### src/rtl/dlf_phase_detector_if.sv
// -----------------------------------------------------------------------------
// dlf_phase_detector_if
//   Bundle between the PLL phase detector and the digital loop filter, plus
//   the detector's status outputs.
//
//   dlf_ctrl   [7:0]  signed control word from the loop filter (slave_out)
//   phase_err  [7:0]  signed phase error to the loop filter (master_in)
//   err_valid         one-cycle strobe, phase_err updated this cycle
//   dco_tick          one-cycle pulse on each DCO accumulator wrap
//   locked            lock indicator
//
//   master: the phase detector.  slave: the loop filter / observer side.
// -----------------------------------------------------------------------------
`timescale 1ns/1ps

interface dlf_phase_detector_if;
  logic [7:0] dlf_ctrl;
  logic [7:0] phase_err;
  logic       err_valid;
  logic       dco_tick;
  logic       locked;

  modport master (
    input  dlf_ctrl,
    output phase_err,
    output err_valid,
    output dco_tick,
    output locked
  );

  modport slave (
    output dlf_ctrl,
    input  phase_err,
    input  err_valid,
    input  dco_tick,
    input  locked
  );
endinterface

### src/rtl/dlf_phase_detector.sv
// -----------------------------------------------------------------------------
// dlf_phase_detector
//   Reference-side front end of the digital PLL.  A reference phase
//   accumulator advances by REF_FCW each cycle; a DCO phase accumulator
//   advances by a frequency word steered by the loop filter's control word.
//   Once per UPDATE_DIV-cycle window the top 8 bits of the phase difference
//   are presented to the loop filter.  A small FSM watches the error and
//   declares lock after LOCK_CNT consecutive in-window samples.
//
//   clk              rising-edge clock
//   rst              asynchronous, active-high reset
//   bus.dlf_ctrl     in : signed control word (sampled at mid-window only)
//   bus.phase_err    out: signed phase error, holds between strobes
//   bus.err_valid    out: one-cycle strobe when phase_err is updated
//   bus.dco_tick     out: one-cycle pulse per DCO accumulator wrap
//   bus.locked       out: high while the lock FSM is in LOCKED
// -----------------------------------------------------------------------------
`timescale 1ns/1ps

module dlf_phase_detector #(
  parameter int                 PHASE_W    = 16,
  parameter logic [PHASE_W-1:0] REF_FCW    = 16'h1000,
  parameter logic [PHASE_W-1:0] CENTER_FCW = 16'h1000,
  parameter int                 GAIN_SHIFT = 4,
  parameter int                 UPDATE_DIV = 8,
  parameter int                 LOCK_THR   = 4,
  parameter int                 LOCK_CNT   = 16
) (
  input  logic                   clk,
  input  logic                   rst,
  dlf_phase_detector_if.master   bus
);

  localparam int DIV_W = (UPDATE_DIV > 2) ? $clog2(UPDATE_DIV) : 1;
  localparam int CNT_W = $clog2(LOCK_CNT + 1);

  localparam logic [DIV_W-1:0] DIV_LAST = DIV_W'(UPDATE_DIV - 1);
  localparam logic [DIV_W-1:0] DIV_LOAD = DIV_W'(UPDATE_DIV / 2);
  localparam logic [CNT_W-1:0] CNT_DONE = CNT_W'(LOCK_CNT);
  localparam logic [7:0]       THR_MAG  = 8'(LOCK_THR);

  typedef enum logic [1:0] {
    ACQ    = 2'd0,
    TRACK  = 2'd1,
    LOCKED = 2'd2
  } lock_state_t;

  // ---------------------------------------------------------------------------
  // Datapath state
  // ---------------------------------------------------------------------------
  logic [PHASE_W-1:0] ref_acc;
  logic [PHASE_W-1:0] dco_acc;
  logic [PHASE_W-1:0] fcw_reg;
  logic [DIV_W-1:0]   div_cnt;
  logic [7:0]         phase_err_q;
  logic               err_valid_q;
  logic               dco_tick_q;
  logic               locked_q;

  lock_state_t        state_q, state_d;
  logic [CNT_W-1:0]   lock_cnt_q, lock_cnt_d;

  // Carry-out of the DCO addition is the wrap indication.
  logic [PHASE_W:0]   dco_sum;
  logic [PHASE_W-1:0] phase_diff;
  logic [PHASE_W-1:0] ctrl_scaled;
  logic [7:0]         err_mag;
  logic               in_win;

  assign dco_sum     = {1'b0, dco_acc} + {1'b0, fcw_reg};
  assign phase_diff  = ref_acc - dco_acc;
  assign ctrl_scaled = {{(PHASE_W-8){bus.dlf_ctrl[7]}}, bus.dlf_ctrl} << GAIN_SHIFT;

  // Two's-complement magnitude read as unsigned: 0x80 stays 0x80 (= 128),
  // so the most negative error can never look small.
  assign err_mag = phase_err_q[7] ? (8'd0 - phase_err_q) : phase_err_q;
  assign in_win  = (err_mag <= THR_MAG);

  // NOTE: async reset in the sensitivity list, and every state update uses
  // non-blocking assignment so all flops see the same pre-edge values.
  always_ff @(posedge clk or posedge rst) begin
    if (rst) begin
      ref_acc     <= '0;
      dco_acc     <= '0;
      fcw_reg     <= CENTER_FCW;
      div_cnt     <= '0;
      phase_err_q <= '0;
      err_valid_q <= 1'b0;
      dco_tick_q  <= 1'b0;
    end else begin
      ref_acc    <= ref_acc + REF_FCW;
      dco_acc    <= dco_sum[PHASE_W-1:0];
      dco_tick_q <= dco_sum[PHASE_W];
      div_cnt    <= (div_cnt == DIV_LAST) ? '0 : div_cnt + DIV_W'(1);

      // Mid-window load gives the loop filter half a window to settle.
      if (div_cnt == DIV_LOAD) begin
        fcw_reg <= CENTER_FCW + ctrl_scaled;
      end

      err_valid_q <= (div_cnt == DIV_LAST);
      if (div_cnt == DIV_LAST) begin
        phase_err_q <= phase_diff[PHASE_W-1 -: 8];
      end
    end
  end

  // ---------------------------------------------------------------------------
  // Lock FSM: only advances on strobe cycles.
  // ---------------------------------------------------------------------------
  always_ff @(posedge clk or posedge rst) begin
    if (rst) begin
      state_q    <= ACQ;
      lock_cnt_q <= '0;
      locked_q   <= 1'b0;
    end else begin
      state_q    <= state_d;
      lock_cnt_q <= lock_cnt_d;
      locked_q   <= (state_d == LOCKED);
    end
  end

  // NOTE: defaults first so every path assigns every output -- no latches.
  always_comb begin
    state_d    = state_q;
    lock_cnt_d = lock_cnt_q;

    if (err_valid_q) begin
      unique case (state_q)
        ACQ: begin
          if (in_win) begin
            state_d    = TRACK;
            lock_cnt_d = CNT_W'(1);
          end else begin
            lock_cnt_d = '0;
          end
        end

        TRACK: begin
          if (in_win) begin
            lock_cnt_d = lock_cnt_q + CNT_W'(1);
            if (lock_cnt_d == CNT_DONE) begin
              state_d = LOCKED;
            end
          end else begin
            state_d    = ACQ;
            lock_cnt_d = '0;
          end
        end

        LOCKED: begin
          if (!in_win) begin
            state_d    = ACQ;
            lock_cnt_d = '0;
          end
        end

        default: begin
          state_d    = ACQ;
          lock_cnt_d = '0;
        end
      endcase
    end
  end

  assign bus.phase_err = phase_err_q;
  assign bus.err_valid = err_valid_q;
  assign bus.dco_tick  = dco_tick_q;
  assign bus.locked    = locked_q;

endmodule

### src/flat_wrapper.sv
// flat-port wrapper written by rule: the top's interface ports become plain ports
module dlf_phase_detector_flat 
#(
  parameter int                 PHASE_W    = 16,
  parameter logic [PHASE_W-1:0] REF_FCW    = 16'h1000,
  parameter logic [PHASE_W-1:0] CENTER_FCW = 16'h1000,
  parameter int                 GAIN_SHIFT = 4,
  parameter int                 UPDATE_DIV = 8,
  parameter int                 LOCK_THR   = 4,
  parameter int                 LOCK_CNT   = 16
)
  (clk, rst, bus_dlf_ctrl, bus_phase_err, bus_err_valid, bus_dco_tick, bus_locked);
  dlf_phase_detector_if bus_i ();
  input  logic clk;
  input  logic rst;
  input wire logic [$bits(bus_i.dlf_ctrl)-1:0] bus_dlf_ctrl;
  output wire logic [$bits(bus_i.phase_err)-1:0] bus_phase_err;
  output wire logic [$bits(bus_i.err_valid)-1:0] bus_err_valid;
  output wire logic [$bits(bus_i.dco_tick)-1:0] bus_dco_tick;
  output wire logic [$bits(bus_i.locked)-1:0] bus_locked;
  assign bus_i.dlf_ctrl = bus_dlf_ctrl;
  assign bus_phase_err = bus_i.phase_err;
  assign bus_err_valid = bus_i.err_valid;
  assign bus_dco_tick = bus_i.dco_tick;
  assign bus_locked = bus_i.locked;
  dlf_phase_detector #(.PHASE_W(PHASE_W), .REF_FCW(REF_FCW), .CENTER_FCW(CENTER_FCW), .GAIN_SHIFT(GAIN_SHIFT), .UPDATE_DIV(UPDATE_DIV), .LOCK_THR(LOCK_THR), .LOCK_CNT(LOCK_CNT)) u_core (.clk(clk), .rst(rst), .bus(bus_i));
endmodule
### config.mk
export PLATFORM = sky130hd
export DESIGN_NAME = dlf_phase_detector_flat
export DESIGN_NICKNAME = d
export VERILOG_FILES = /design/src/rtl/dlf_phase_detector_if.sv /design/src/rtl/dlf_phase_detector.sv /design/src/flat_wrapper.sv
export SDC_FILE = /design/constraint.sdc
export NUM_CORES = 1
export LEC_CHECK = 0
export BUFFER_PORTS_ARGS = -buffer_cell sky130_fd_sc_hd__buf_2
export CAP_MARGIN = 15
export CELL_PAD_IN_SITES_DETAIL_PLACEMENT = 1
export CELL_PAD_IN_SITES_GLOBAL_PLACEMENT = 1
export CORE_MARGIN = 1
export CORE_UTILIZATION = 50
export DETAILED_ROUTE_END_ITERATION = 12
export PLACE_DENSITY = 0.92
export SYNTH_ARGS = -nofsm -noshare
export SYNTH_HDL_FRONTEND = slang
export SYNTH_SLANG_ARGS = --single-unit
### constraint.sdc
create_clock -name clk -period 5.6 [get_ports clk]
set_clock_uncertainty 0.05 [all_clocks]
set_input_delay 0 -clock clk [delete_from_list [all_inputs] [get_ports clk]]
set_output_delay 0 -clock clk [all_outputs]
set_load 0.05 [all_outputs]
---- Word-level counts from Yosys, hierarchy flattened ----
Cells that the tools add are included.
word-level totals
  bits in registers ....................... 69
  input bits .............................. 10
  output and inout port bits .............. 11
  logic and storage cells ................. 39
operators by class
  add/subtract/negate cells ............... 7
  order comparisons ....................... 1
  equality and inequality tests ........... 7
  multiplexer cells ....................... 12
  reductions and logical operators ........ 2
operator list
  kind                      number
  $add A16 B16 Y17          1
  $add A16 B13 Y16 const B  1
  $sub A16 B16 Y16          1
  $add A14 B12 Y15 const A  1
  $pmux W5 S3               1
  $mux W2                   5
  $mux W5                   2
  $le A8 B3 Y1 const B      1
  $mux W8                   1
  $sub A1 B8 Y8 const A     1
  $eq A3 B3 Y1 const B      2
  $pmux W2 S3               1
  $add A5 B1 Y5 const B     1
  $eq A5 B5 Y1 const B      1
  $eq A2 B2 Y1 const B      2
  $add A3 B1 Y3 const B     1
  $mux W3                   1
  $eq A2 B1 Y1 const B      1
  $logic_not A2 Y1          1
  $ne A2 B2 Y1 const B      1
  $reduce_and A2 Y1         1
  $mux W1                   1

---- Depth between registers and ports, before layout ----
Gate-level depths: netlist (run 1).
  word-level depth ........................ 7
  gate-level depth with buffers ........... 8
  mapped depth without buffers ............ 8

---- Least setup slack after synthesis (run 1) ----
OpenSTA, ideal clock, no wires.
  path kind ............................... register to register
  start ................................... register u_core.phase_err_q[0], in the netlist u_core.bus.phase_err[0]
  end ..................................... register u_core.state_q[0]
  library setup time ...................... 110 ps
  arrival ................................. 2030 ps
  data required time ...................... 5440 ps
  slack ................................... 3410 ps
  cell stages (with the launch flop) ...... 8
  buffers on the path ..................... 0
  period minus slack after synthesis ...... 2190 ps
  cells stage by stage .................... dfrtp_1 inv_1 ha_1 nor2b_1 o21bai_1 a41o_1 nand2_1 o41ai_1
on the way
  word-level cells in the longest chain between the ends .. 6
  elaborated cells between the ends (all ways) .. 8
  those cells by class .................... 1 x add/sub; 1 x order compare; 6 x mux
ends and longest elaborated chain
  item                        line                                                                             source
  start: declaration          dlf_phase_detector.sv:55                                                         logic [7:0] phase_err_q;
  start signal: assignment    dlf_phase_detector.sv:103                                                        phase_err_q <= phase_diff[PHASE_W-1 -: 8];
  $sub A1 B8 Y8               dlf_phase_detector.sv:76                                                         assign err_mag = phase_err_q[7] ? (8'd0 - phase_err_q) : phase_err_q;
  $mux W8 (*)                 dlf_phase_detector.sv:76
  $le A8 B3 Y1 (*)            dlf_phase_detector.sv:77                                                         assign in_win = (err_mag <= THR_MAG);
  $mux W2 (on tied branches)  dlf_phase_detector.sv:152, dlf_phase_detector.sv:131, dlf_phase_detector.sv:140
  $pmux W2 S3 (*)             dlf_phase_detector.sv:129                                                        unique case (state_q)
  $mux W2 (*)                 dlf_phase_detector.sv:128                                                        if (err_valid_q) begin
  via u_core.state_d[0]       dlf_phase_detector.sv:60                                                         lock_state_t state_q, state_d;
  end signal: assignment      dlf_phase_detector.sv:117                                                        state_q <= state_d;
  end: declaration            dlf_phase_detector.sv:60
Mark *: on every way through the listed nets, which the timed path passes. The rest lies on a longest branch.
A chain may end at the register's enable or synchronous reset.

---- Worst setup path after layout (run 1) ----
  start ................................... register u_core.fcw_reg[4]
  end ..................................... register u_core.dco_acc[14]
on the way
  word-level cells in the longest chain between the ends .. 1
ends and longest elaborated chain
  item                      line                      source
  start: declaration        dlf_phase_detector.sv:53  logic [PHASE_W-1:0] fcw_reg;
  start signal: assignment  dlf_phase_detector.sv:98  fcw_reg <= CENTER_FCW + ctrl_scaled;
  $add A16 B16 Y17          dlf_phase_detector.sv:70  assign dco_sum = {1'b0, dco_acc} + {1'b0, fcw_reg};
  via u_core.dco_sum[14]    dlf_phase_detector.sv:64  logic [PHASE_W:0] dco_sum;
  end signal: assignment    dlf_phase_detector.sv:92  dco_acc <= dco_sum[PHASE_W-1:0];
  end: declaration          dlf_phase_detector.sv:52  logic [PHASE_W-1:0] dco_acc;
The timed path passes the listed nets, and every way through them passes these cells.

==> results_dict.tcl, run 1 <==
set metrics [dict create \
    cp-end-kind "flop" \
    hold_viol 0 \
    ant_nets 0 \
    power.leakage_nw 1.25 \
    firstDrtPassIters 8 \
    yosysSeqAreaShare_pct 47.9 \
    finalWorstSetupSlack_ns 3.40 \
    cp_max_fo 3 \
    maxCapViolations 0 \
    die_area_sq_mm 0.00509 \
    coreArea_sq_mm 0.00447 \
    synthCells 223 \
    r2r_cells 8 \
    ctsRootBufferMaster "clkbuf_8" \
    status "finished, violations left" \
    clk_path_buf_depth 2 \
    ys_types 46 \
    yosysWarningCount 0 \
    largest_reg_flops 12 \
    p_per_area_mw_per_mm2 509 \
    vdd_drop_max_mv 0.287 \
    rows 24 \
    antenna_found_initial 0 \
    whs_endpoint "u_core.fcw_reg[12]$_DFFE_PP1N_" \
    drv_slew 0 \
    min_path_type "input pin to flop" \
    clock.fmax_mhz 455 \
    io_pins 21 \
    relSlewSlack_pct 36.2 \
    synth_edf_count 0 \
    grt_use_met2_pct 41.5 \
    totalWireLength_microns 5400 \
    ys_ff_latch 46 \
    top_usage_layer "met2" \
    post_cts_buffers 0 \
    post_drt_via_cell_ratio 5.91 \
    fp.dieH_microns 71.4 \
    grt_setup_unrepaired "false" \
    antenna_cells 0 \
    clk_latency_ns 0.30 \
    grt_pass1_wl_microns 9540 \
    finalSetupViolCount 0 \
    place_congestion 0.765 \
    failed_checks "DRC" \
    critPathLaunchType "flop" \
    clock_sinks 46 \
    overflow 0 \
    grt_util_met3_pct 4.78 \
    critical_path_class "flop to flop" \
    clk_pin_slew_worst_paths_ns 0.09 \
    post-route-period-util_pct 39.2 \
    hp-start "bus_dlf_ctrl[7]" \
    min_period_ns 2.20 \
    r2r-start "u_core.fcw_reg[4]$_DFFE_PP0N_" \
    arrival_ns 2.37 \
    synth_ff_type "dfrtp_1" \
    r2r-end "u_core.dco_acc[14]$_DFF_PP0_" \
    drive_gt1_share_pct 17.8 \
    drc 2 \
    initial_core_util_pct 53.8 \
    io_buffers 20 \
    grt_max_degree 47 \
    wl_per_cell_microns 17.4 \
    grt_use_met1_pct 31.4 \
    syn_area_sq_mm 0.00241 \
    hold_depth 3 \
    via_count 1832 \
    grt_use_total_pct 24.5 \
    r2r_slack_ns 3.40 \
    fillCellCount 505 \
    tightestPinTransition_ns 0.956 \
    grt_pass1_vias 1942 \
    dpl_worst_slack_ns 3.46 \
    first_iter_violations 43 \
    fin_nets 286 \
    syn2layout_area_growth_pct 14.1 \
    syn_nets 252 \
    cts_max_level 2 \
    ys_async_sr_fraction_pct 100 \
    required_ns 5.78 \
    numCtsBuffers 5 \
    cts_tree "yes" \
    syn_area_per_cell_sq_um 10.8 \
    hpwlAfterDp_microns 3910 \
    fp.dieW_microns 71.4 \
    setup_tns_ns 0 \
]
critical path: stages, from the launching register on:
cell and delay (ns):
dfrtp_1 0.40, ha_1 0.24, inv_1 0.09, fa_1 0.21, nor2b_1 0.07, o31ai_1 0.39
a22oi_1 0.22, a41oi_1 0.30, xnor2_1 0.16
cell type report:
cell class / count / area, sq um / area share (%)
multi-input combinational: 157 / 1180 / 42.9
sequential: 46 / 1150 / 42.0
timing repair buffer: 29 / 190 / 6.93
clock inverter: 1 / 5.00 / 0.182
tap: 52 / 65.1 / 2.37
inverter: 18 / 67.6 / 2.46
clock buffer: 7 / 86.3 / 3.14
cell usage in the layout, fill, tap and decap left out, types with 3 or more instances in the layout:
| cell | synthesis | layout |
|---|---|---|
| dfrtp_1 | 45 | 45 |
| nor3_1 | 4 | 4 |
| xor2_1 | 5 | 5 |
| o21ai_0 | 10 | 10 |
| nor2b_1 | 3 | 3 |
| inv_1 | 18 | 17 |
| xnor2_1 | 14 | 14 |
| buf_2 | 0 | 20 |
| dlygate4sd3_1 | 0 | 9 |
| ha_1 | 18 | 18 |
| nand2_1 | 13 | 13 |
| clkbuf_8 | 0 | 6 |
| a31oi_1 | 4 | 4 |
| nor2_1 | 10 | 10 |
| mux2_2 | 12 | 12 |
| a21oi_1 | 16 | 16 |
| nand3_1 | 10 | 10 |
Yosys cell counts, types with 2 or more instances:
| master | number | area [sq um] |
|---|---|---|
| o22ai_1 | 2 | 12.5 |
| dfrtp_1 | 45 | 1130 |
| nor3b_1 | 2 | 15.0 |
| o21bai_1 | 2 | 15.0 |
| xor2_1 | 5 | 43.8 |
| nor3_1 | 4 | 20.0 |
| nor2b_1 | 3 | 18.8 |
| o31ai_1 | 2 | 15.0 |
| a41oi_1 | 2 | 17.5 |
| ha_1 | 18 | 225 |
| o2bb2ai_1 | 2 | 17.5 |
| o21ai_0 | 10 | 50.1 |
| nand3_1 | 10 | 50.1 |
| xnor2_1 | 14 | 123 |
| nand2_1 | 13 | 48.8 |
| a31oi_1 | 4 | 25.0 |
| nand2b_1 | 2 | 12.5 |
| nand4_1 | 2 | 12.5 |
| nor2_1 | 10 | 37.5 |
| mux2_2 | 12 | 135 |
| inv_1 | 18 | 67.6 |
| a21oi_1 | 16 | 80.1 |
| or4_1 | 2 | 15.0 |
how the worst max path moves through the flow:
| stage | depth (start not counted) | to | startpoint |
|---|---|---|---|
| CTS | 5 | u_core.bus.phase_err[7]$_DFFE_PP0P_ | u_core.dco_acc[8]$_DFF_PP0_ |
| finish | 8 | u_core.dco_acc[14]$_DFF_PP0_ | u_core.fcw_reg[4]$_DFFE_PP0N_ |
| detailed placement | 5 | u_core.bus.phase_err[7]$_DFFE_PP0P_ | u_core.dco_acc[8]$_DFF_PP0_ |
| floorplan | 7 | u_core.state_q[0]$_DFF_PP0_ | u_core.bus.phase_err[0]$_DFFE_PP0P_ |
| global route | 8 | u_core.dco_acc[14]$_DFF_PP0_ | u_core.fcw_reg[4]$_DFFE_PP0N_ |
| global placement | 5 | u_core.bus.phase_err[7]$_DFFE_PP0P_ | u_core.dco_acc[8]$_DFF_PP0_ |
cell families (layout without fill, tap and decap cells):
group / Yosys count / in the layout / synth area share [%]
compound gates: 52 / 52 / 14.0
xor+xnor: 19 / 19 / 6.92
fa+ha+maj: 19 / 19 / 10.2
buf+inv: 20 / 55 / 3.12
flops: 46 / 46 / 47.9
mux: 13 / 13 / 6.24
simple gates: 54 / 54 / 11.6
per-layer routing:
metal  part of all wire [%]  up-vias
li1                       -      865
met1                     44      922
met2                     51       35
met3                    2.6       10
met4                    2.3        0
met5                      0        -
through the flow:
| step | hold WS [ns] | util [%] | area, sq um | power (mW) | instances |
|---|---|---|---|---|---|
| 5_1_grt | 0.359 | 61.4 | 2750 | 1.50 | 310 |
| 6_report | 0.348 | 61.4 | 2750 | 1.40 | 310 |
| 4_1_cts | 0.343 | 61.4 | 2750 | 1.41 | 310 |
| 3_5_place_dp | 0.134 | 57.3 | 2560 | 1.17 | 293 |
| 2_1_floorplan | 0.0275 | - | 2410 | 1.02 | 223 |
| 3_3_place_gp | 0.127 | 57.3 | 2560 | 1.13 | 293 |
where the power goes:
part | switching [mW] | leakage [nW] | internal, mW
Clock | 0.113 | 0.0482 | 0.0998
Combinational | 0.402 | 0.636 | 0.262
Sequential | 0.0987 | 0.565 | 0.421
what timing repair did:
item                      CTS  global route
hold endpoints to repair   54             0
hold buffers                9             0
gates resized for setup     0             0
(Power assumes the default switching activity.)
==> run 2, diff against run 1 <==
--- a/config.mk
+++ b/config.mk
@@ -10,9 +10,9 @@
 export CELL_PAD_IN_SITES_DETAIL_PLACEMENT = 1
 export CELL_PAD_IN_SITES_GLOBAL_PLACEMENT = 1
 export CORE_MARGIN = 1
-export CORE_UTILIZATION = 50
+export CORE_UTILIZATION = 47
 export DETAILED_ROUTE_END_ITERATION = 12
-export PLACE_DENSITY = 0.92
+export PLACE_DENSITY = 0.88
 export SYNTH_ARGS = -nofsm -noshare
 export SYNTH_HDL_FRONTEND = slang
 export SYNTH_SLANG_ARGS = --single-unit
==> constraint.sdc (replaced) <==
create_clock -name clk -period 2.2 [get_ports clk]
set_clock_uncertainty 0.05 [all_clocks]
set_input_delay 0 -clock clk [delete_from_list [all_inputs] [get_ports clk]]
set_output_delay 0 -clock clk [all_outputs]
set_load 0.05 [all_outputs]
==> run 2 against run 1 <==
The flow now finishes without violations. Die area rose by 6.2%. Sequential power rose to 2.5 times the previous value. Hold slack got worse by 0.14 ns. Routed wire length fell by 0.37%. Total power rose to 2.6 times the previous value. Critical path type unchanged. Count of clock-buffer cells in the layout did not move. Worst setup slack got worse by 3.4 ns. First-iteration DRC count rose by 60%.
==> results_dict.tcl, run 2 (synthesis results as in run 1) <==
set metrics [dict create \
    r2r_cells 7 \
    power.total_mw 3.59 \
    r2r_slack_ns 0.04 \
    clk_pin_slew_worst_paths_ns 0.08 \
    grt_pass1_vias 1922 \
    first_iter_violations 69 \
    grt_pass1_wl_microns 8980 \
    antenna_cells 0 \
    tightestPinTransition_ns 0.478 \
    clk_path_buf_depth 2 \
    setup_tns_ns 0 \
    fp.dieH_microns 73.6 \
    cp-end-kind "flop" \
    min_period_ns 2.16 \
    critical_path_class "flop to flop" \
    clock_sinks 46 \
    rows 25 \
    slowest_delay_ns 0.39 \
    arrival_ns 2.29 \
    r2r-start "u_core.bus.phase_err[0]$_DFFE_PP0P_" \
    coreArea_sq_mm 0.00482 \
    drive_gt1_share_pct 19.9 \
    largest_reg_flops 12 \
    overflow 0 \
    die_area_sq_mm 0.00541 \
    hold_ws_ns 0.213 \
    ant_nets 0 \
    syn2layout_area_growth_pct 16.5 \
    hold_viol 0 \
    path_delay_family "compound AO/OA/AOI/OAI gates" \
    io_pins 21 \
    ctsRootBufferMaster "clkbuf_8" \
    min_path_type "input pin to async pin" \
    place_congestion 0.818 \
    clk_latency_ns 0.30 \
    io_buffers 20 \
    cp_max_fo 6 \
    via_count 1812 \
    layout_common_cells "45 x dfrtp_1, 20 x buf_2, 18 x ha_1" \
    cts_max_level 2 \
    final_util_pct 58.2 \
    initial_core_util_pct 49.9 \
    post_drt_via_cell_ratio 5.52 \
    critPathLaunchType "flop" \
    fp.dieW_microns 73.6 \
    crit_chain "inv_1, ha_1, nor4_1, a22o_1, a41o_1, nand2_1, o41ai_2" \
    relSlewSlack_pct 68.1 \
    cp.buffers_inverters 1 \
    mostFrequentLayoutCell "dfrtp_1" \
    numCtsBuffers 5 \
    wl_per_cell_microns 16.4 \
    power.leakage_nw 1.27 \
    drv_slew 0 \
    required_ns 2.33 \
    clock.fmax_mhz 463 \
    cts_tree "yes" \
    grt_max_degree 27 \
    cp_slowest_cell "dfrtp_1" \
    grt_use_total_pct 22.5 \
    hpwlAfterDp_microns 3900 \
    antenna_found_initial 0 \
    status "completed" \
    r2r-end "u_core.state_q[0]$_DFF_PP0_" \
    fin_nets 289 \
    maxCapViolations 0 \
    drc 0 \
    vdd_drop_max_mv 0.551 \
    totalWireLength_microns 5380 \
    finalSetupViolCount 0 \
    post-route-period-util_pct 98.2 \
    p_per_area_mw_per_mm2 1280 \
    firstDrtPassIters 4 \
]
==> run 2: area by class of cell <==
cell class                 instances  area [sq um]
sequential                        46          1150
tap                               67          83.8
timing repair buffer              32           213
clock inverter                     1          5.00
inverter                          18          67.6
clock buffer                       7          86.3
fill                             552          2010
multi-input combinational        157          1200
==> run 2: timing repair <==
| item | 4_1_cts | 5_1_grt |
|---|---|---|
| endpoints found under the setup margin | 0 | 4 |
| setup buffers | 0 | 0 |
| gates resized for setup | 0 | 3 |
| hold buffers | 9 | 0 |
| endpoints found under the hold margin | 28 | 0 |
==> run 2: how the worst max path moves through the flow <==
stage               cells past startpoint  slack (ns)                                 from                             endpoint
detailed placement                      8        0.09          u_core.dco_acc[4]$_DFF_PP0_         u_core.dco_acc[14]$_DFF_PP0_
floorplan                               7        0.01  u_core.bus.phase_err[0]$_DFFE_PP0P_          u_core.state_q[0]$_DFF_PP0_
finish                                  7        0.04  u_core.bus.phase_err[0]$_DFFE_PP0P_          u_core.state_q[0]$_DFF_PP0_
CTS                                     8        0.04        u_core.fcw_reg[4]$_DFFE_PP0N_         u_core.dco_acc[14]$_DFF_PP0_
global placement                        5        0.19          u_core.dco_acc[5]$_DFF_PP0_  u_core.bus.phase_err[7]$_DFFE_PP0P_
global route                            7       -0.08  u_core.bus.phase_err[0]$_DFFE_PP0P_          u_core.state_q[0]$_DFF_PP0_
==> run 2: metal layers <==
metal	share of wire, %	GRT usage, %	vias to the layer above
li1	-	-	871
met1	43	27.4	907
met2	53	39.8	24
met3	2.2	4.94	10
met4	1.5	6.41	0
met5	0	0	-
==> run 2: power by group <==
part	total (mW)	internal (mW)	switching, mW
clock	0.526	0.254	0.272
sequential	1.32	1.07	0.249
combinational	1.74	0.695	1.05
==> run 2: worst reg2reg max path, stage by stage, from the launching register on <==
cell	delay [ns]
dfrtp_1	0.39
inv_1	0.10
ha_1	0.33
nor4_1	0.22
a22o_1	0.20
a41o_1	0.22
nand2_1	0.14
o41ai_2	0.39
==> run 2: metrics by stage <==
stage	instances	worst slack, ns	instance area [sq um]
floorplan	223	0.00969	2410
global placement	311	0.190	2610
detailed placement	311	0.0911	2610
CTS	328	0.0394	2790
global route	328	-0.0831	2800
finish	328	0.0394	2800
==> run 3, diff against run 2 <==
--- a/config.mk
+++ b/config.mk
@@ -13,6 +13,7 @@
 export CORE_UTILIZATION = 47
 export DETAILED_ROUTE_END_ITERATION = 12
 export PLACE_DENSITY = 0.88
+export SLEW_MARGIN = 20
 export SYNTH_ARGS = -nofsm -noshare
 export SYNTH_HDL_FRONTEND = slang
 export SYNTH_SLANG_ARGS = --single-unit
==> constraint.sdc (replaced) <==
create_clock -name clk -period 2.1 [get_ports clk]
set_clock_uncertainty 0.05 [all_clocks]
set_input_delay 0 -clock clk [delete_from_list [all_inputs] [get_ports clk]]
set_output_delay 0 -clock clk [all_outputs]
set_load 0.05 [all_outputs]
==> run 3 against run 2 <==
The run now ends with setup timing left. Routed wire length is 4.8% higher. Worst setup slack worse by 0.059 ns. Global-route usage is 0.57 points higher. Final cell count is 1.2% higher. Via count is 1.0% higher. Count of clock-buffer cells in the layout is 1 lower. Maximum frequency is 1.9% higher. Total power is 17% higher. Register-to-register slack worse by 0.06 ns. Clock power is 56% higher. Critical endpoint is now u_core.dco_acc[15]$_DFF_PP0_.
==> results_dict.tcl, run 3 (synthesis results as in run 1) <==
set metrics [dict create \
    p_per_area_mw_per_mm2 1440 \
    finalSetupViolCount 1 \
    clock.fmax_mhz 472 \
    min_path_type "input pin to async pin" \
    io_buffers 20 \
    arrival_ns 2.25 \
    mostFrequentLayoutCell "dfrtp_1" \
    drc 0 \
    via_count 1831 \
    critPathLaunchType "flop" \
    first_iter_violations 42 \
    grt_max_degree 26 \
    place_congestion 0.808 \
    firstDrtPassIters 4 \
    vdd_drop_max_mv 0.676 \
    r2r_slack_ns -0.02 \
    maxCapViolations 0 \
    post-route-period-util_pct 101 \
    grt_use_total_pct 23.0 \
    clk_pin_slew_worst_paths_ns 0.09 \
    wl_per_cell_microns 17.0 \
    r2r_cells 6 \
    final_util_pct 60.9 \
    rows 25 \
    relSlewSlack_pct 64.3 \
    stdcell_area_sq_mm 0.00293 \
    clock_sinks 46 \
    cp-end-kind "flop" \
    min_period_ns 2.12 \
    tightestPinTransition_ns 0.535 \
    totalWireLength_microns 5630 \
    post_drt_via_cell_ratio 5.52 \
    ctsRootBufferMaster "clkbuf_8" \
    hpwlAfterDp_microns 3880 \
    critical_path_class "flop to flop" \
    clk_path_buf_depth 2 \
    dpl_worst_slack_ns 0.0112 \
    power.leakage_nw 1.31 \
    fp.dieW_microns 73.6 \
    fp.dieH_microns 73.6 \
    initial_core_util_pct 49.9 \
    antenna_cells 0 \
    cts_max_level 2 \
    hold_ws_ns 0.222 \
    required_ns 2.23 \
    syn2layout_area_growth_pct 21.9 \
    numCtsBuffers 5 \
    power.total_mw 4.21 \
    cts_tree "yes" \
    layout_common_cells "43 x dfrtp_1, 20 x buf_2, 17 x inv_1, 17 x ha_1" \
    r2r-end "u_core.dco_acc[15]$_DFF_PP0_" \
    antenna_found_initial 0 \
    overflow 0 \
    io_pins 21 \
    fin_nets 293 \
    die_area_sq_mm 0.00541 \
    dpl_cell_area_sq_mm 0.00263 \
    drv_slew 0 \
    drive_gt1_share_pct 24.9 \
    endpoint "u_core.dco_acc[15]$_DFF_PP0_" \
    clk_latency_ns 0.31 \
    coreArea_sq_mm 0.00482 \
    status "finished, violations left" \
    grt_pass1_vias 1878 \
    hold_viol 0 \
    largest_reg_flops 12 \
    finalWorstSetupSlack_ns -0.0200 \
    ant_nets 0 \
    cp_max_fo 4 \
    critPathLaunch "u_core.dco_acc[10]$_DFF_PP0_" \
    r2r-start "u_core.dco_acc[10]$_DFF_PP0_" \
    grt_pass1_wl_microns 9290 \
    failed_checks "setup timing" \
]
-- run 3: changes by cell type in the layout (fill, tap and decap cells not counted), sizes merged --
cell / change
clkinv: -1
clkbuf: -1
bufinv: +2
buf: +4
-- run 3: area by class of cell --
cell class | count | area (sq um)
Timing Repair Buffer | 36 | 243
Inverter | 18 | 67.6
Tap cell | 67 | 83.8
Clock inverter | 2 | 60.1
Multi-Input combinational cell | 157 | 1240
Sequential cell | 46 | 1150
Fill cell | 536 | 1880
Clock buffer | 6 | 82.6
-- run 3: metrics by stage --
stage / setup TNS [ns] / instances
after global routing: -0.179 / 332
after global placement: 0 / 314
final: -0.0200 / 332
after detailed placement: 0 / 314
after CTS: 0 / 332
after floorplan: 0 / 223
-- run 3: repair_timing --
| item | in CTS | in global routing |
|---|---|---|
| setup endpoints to repair | 2 | 5 |
| pin swaps | 2 | 0 |
| hold buffers | 9 | 0 |
| resized for setup | 2 | 11 |
| buffers inserted | 1 | 0 |
| cloned | 0 | 0 |
| endpoints found under the hold margin | 32 | 0 |
-- run 3: how the worst min path moves through the flow --
stage | cells after the start | end | slack [ns] | from
2_1_floorplan | 1 | u_core.fcw_reg[12]$_DFFE_PP1N_ | 0.03 | bus_dlf_ctrl[7]
3_3_place_gp | 2 | u_core.fcw_reg[8]$_DFFE_PP0N_ | 0.02 | rst
3_5_place_dp | 2 | u_core.fcw_reg[8]$_DFFE_PP0N_ | 0.03 | rst
4_1_cts | 3 | u_core.lock_cnt_q[4]$_DFFE_PP0P_ | 0.24 | rst
5_1_grt | 3 | u_core.lock_cnt_q[1]$_DFFE_PP0P_ | 0.27 | rst
6_report | 3 | u_core.lock_cnt_q[2]$_DFFE_PP0P_ | 0.22 | rst
-- run 3: critical path: stages (launching register included) --
cell	delay, ns
dfrtp_1	0.46
ha_1	0.37
a21oi_2	0.24
o21ai_0	0.20
a41oi_1	0.43
nor3_2	0.09
xor2_1	0.16
-- run 3: per-layer routing --
| metal | track usage, % | part of all wire (%) | vias up |
|---|---|---|---|
| met5 | 0 | 0 | - |
| met4 | 7.69 | 1.3 | 0 |
| met3 | 3.70 | 2.3 | 8 |
| met2 | 38.9 | 53 | 24 |
| met1 | 30.1 | 44 | 917 |
| li1 | - | - | 882 |
-- run 3: where the power goes --
group	internal (mW)	switching [mW]	leakage (nW)
logic	0.827	1.18	0.678
clock network	0.508	0.310	0.0714
registers	1.13	0.266	0.563
total	2.46	1.75	1.31
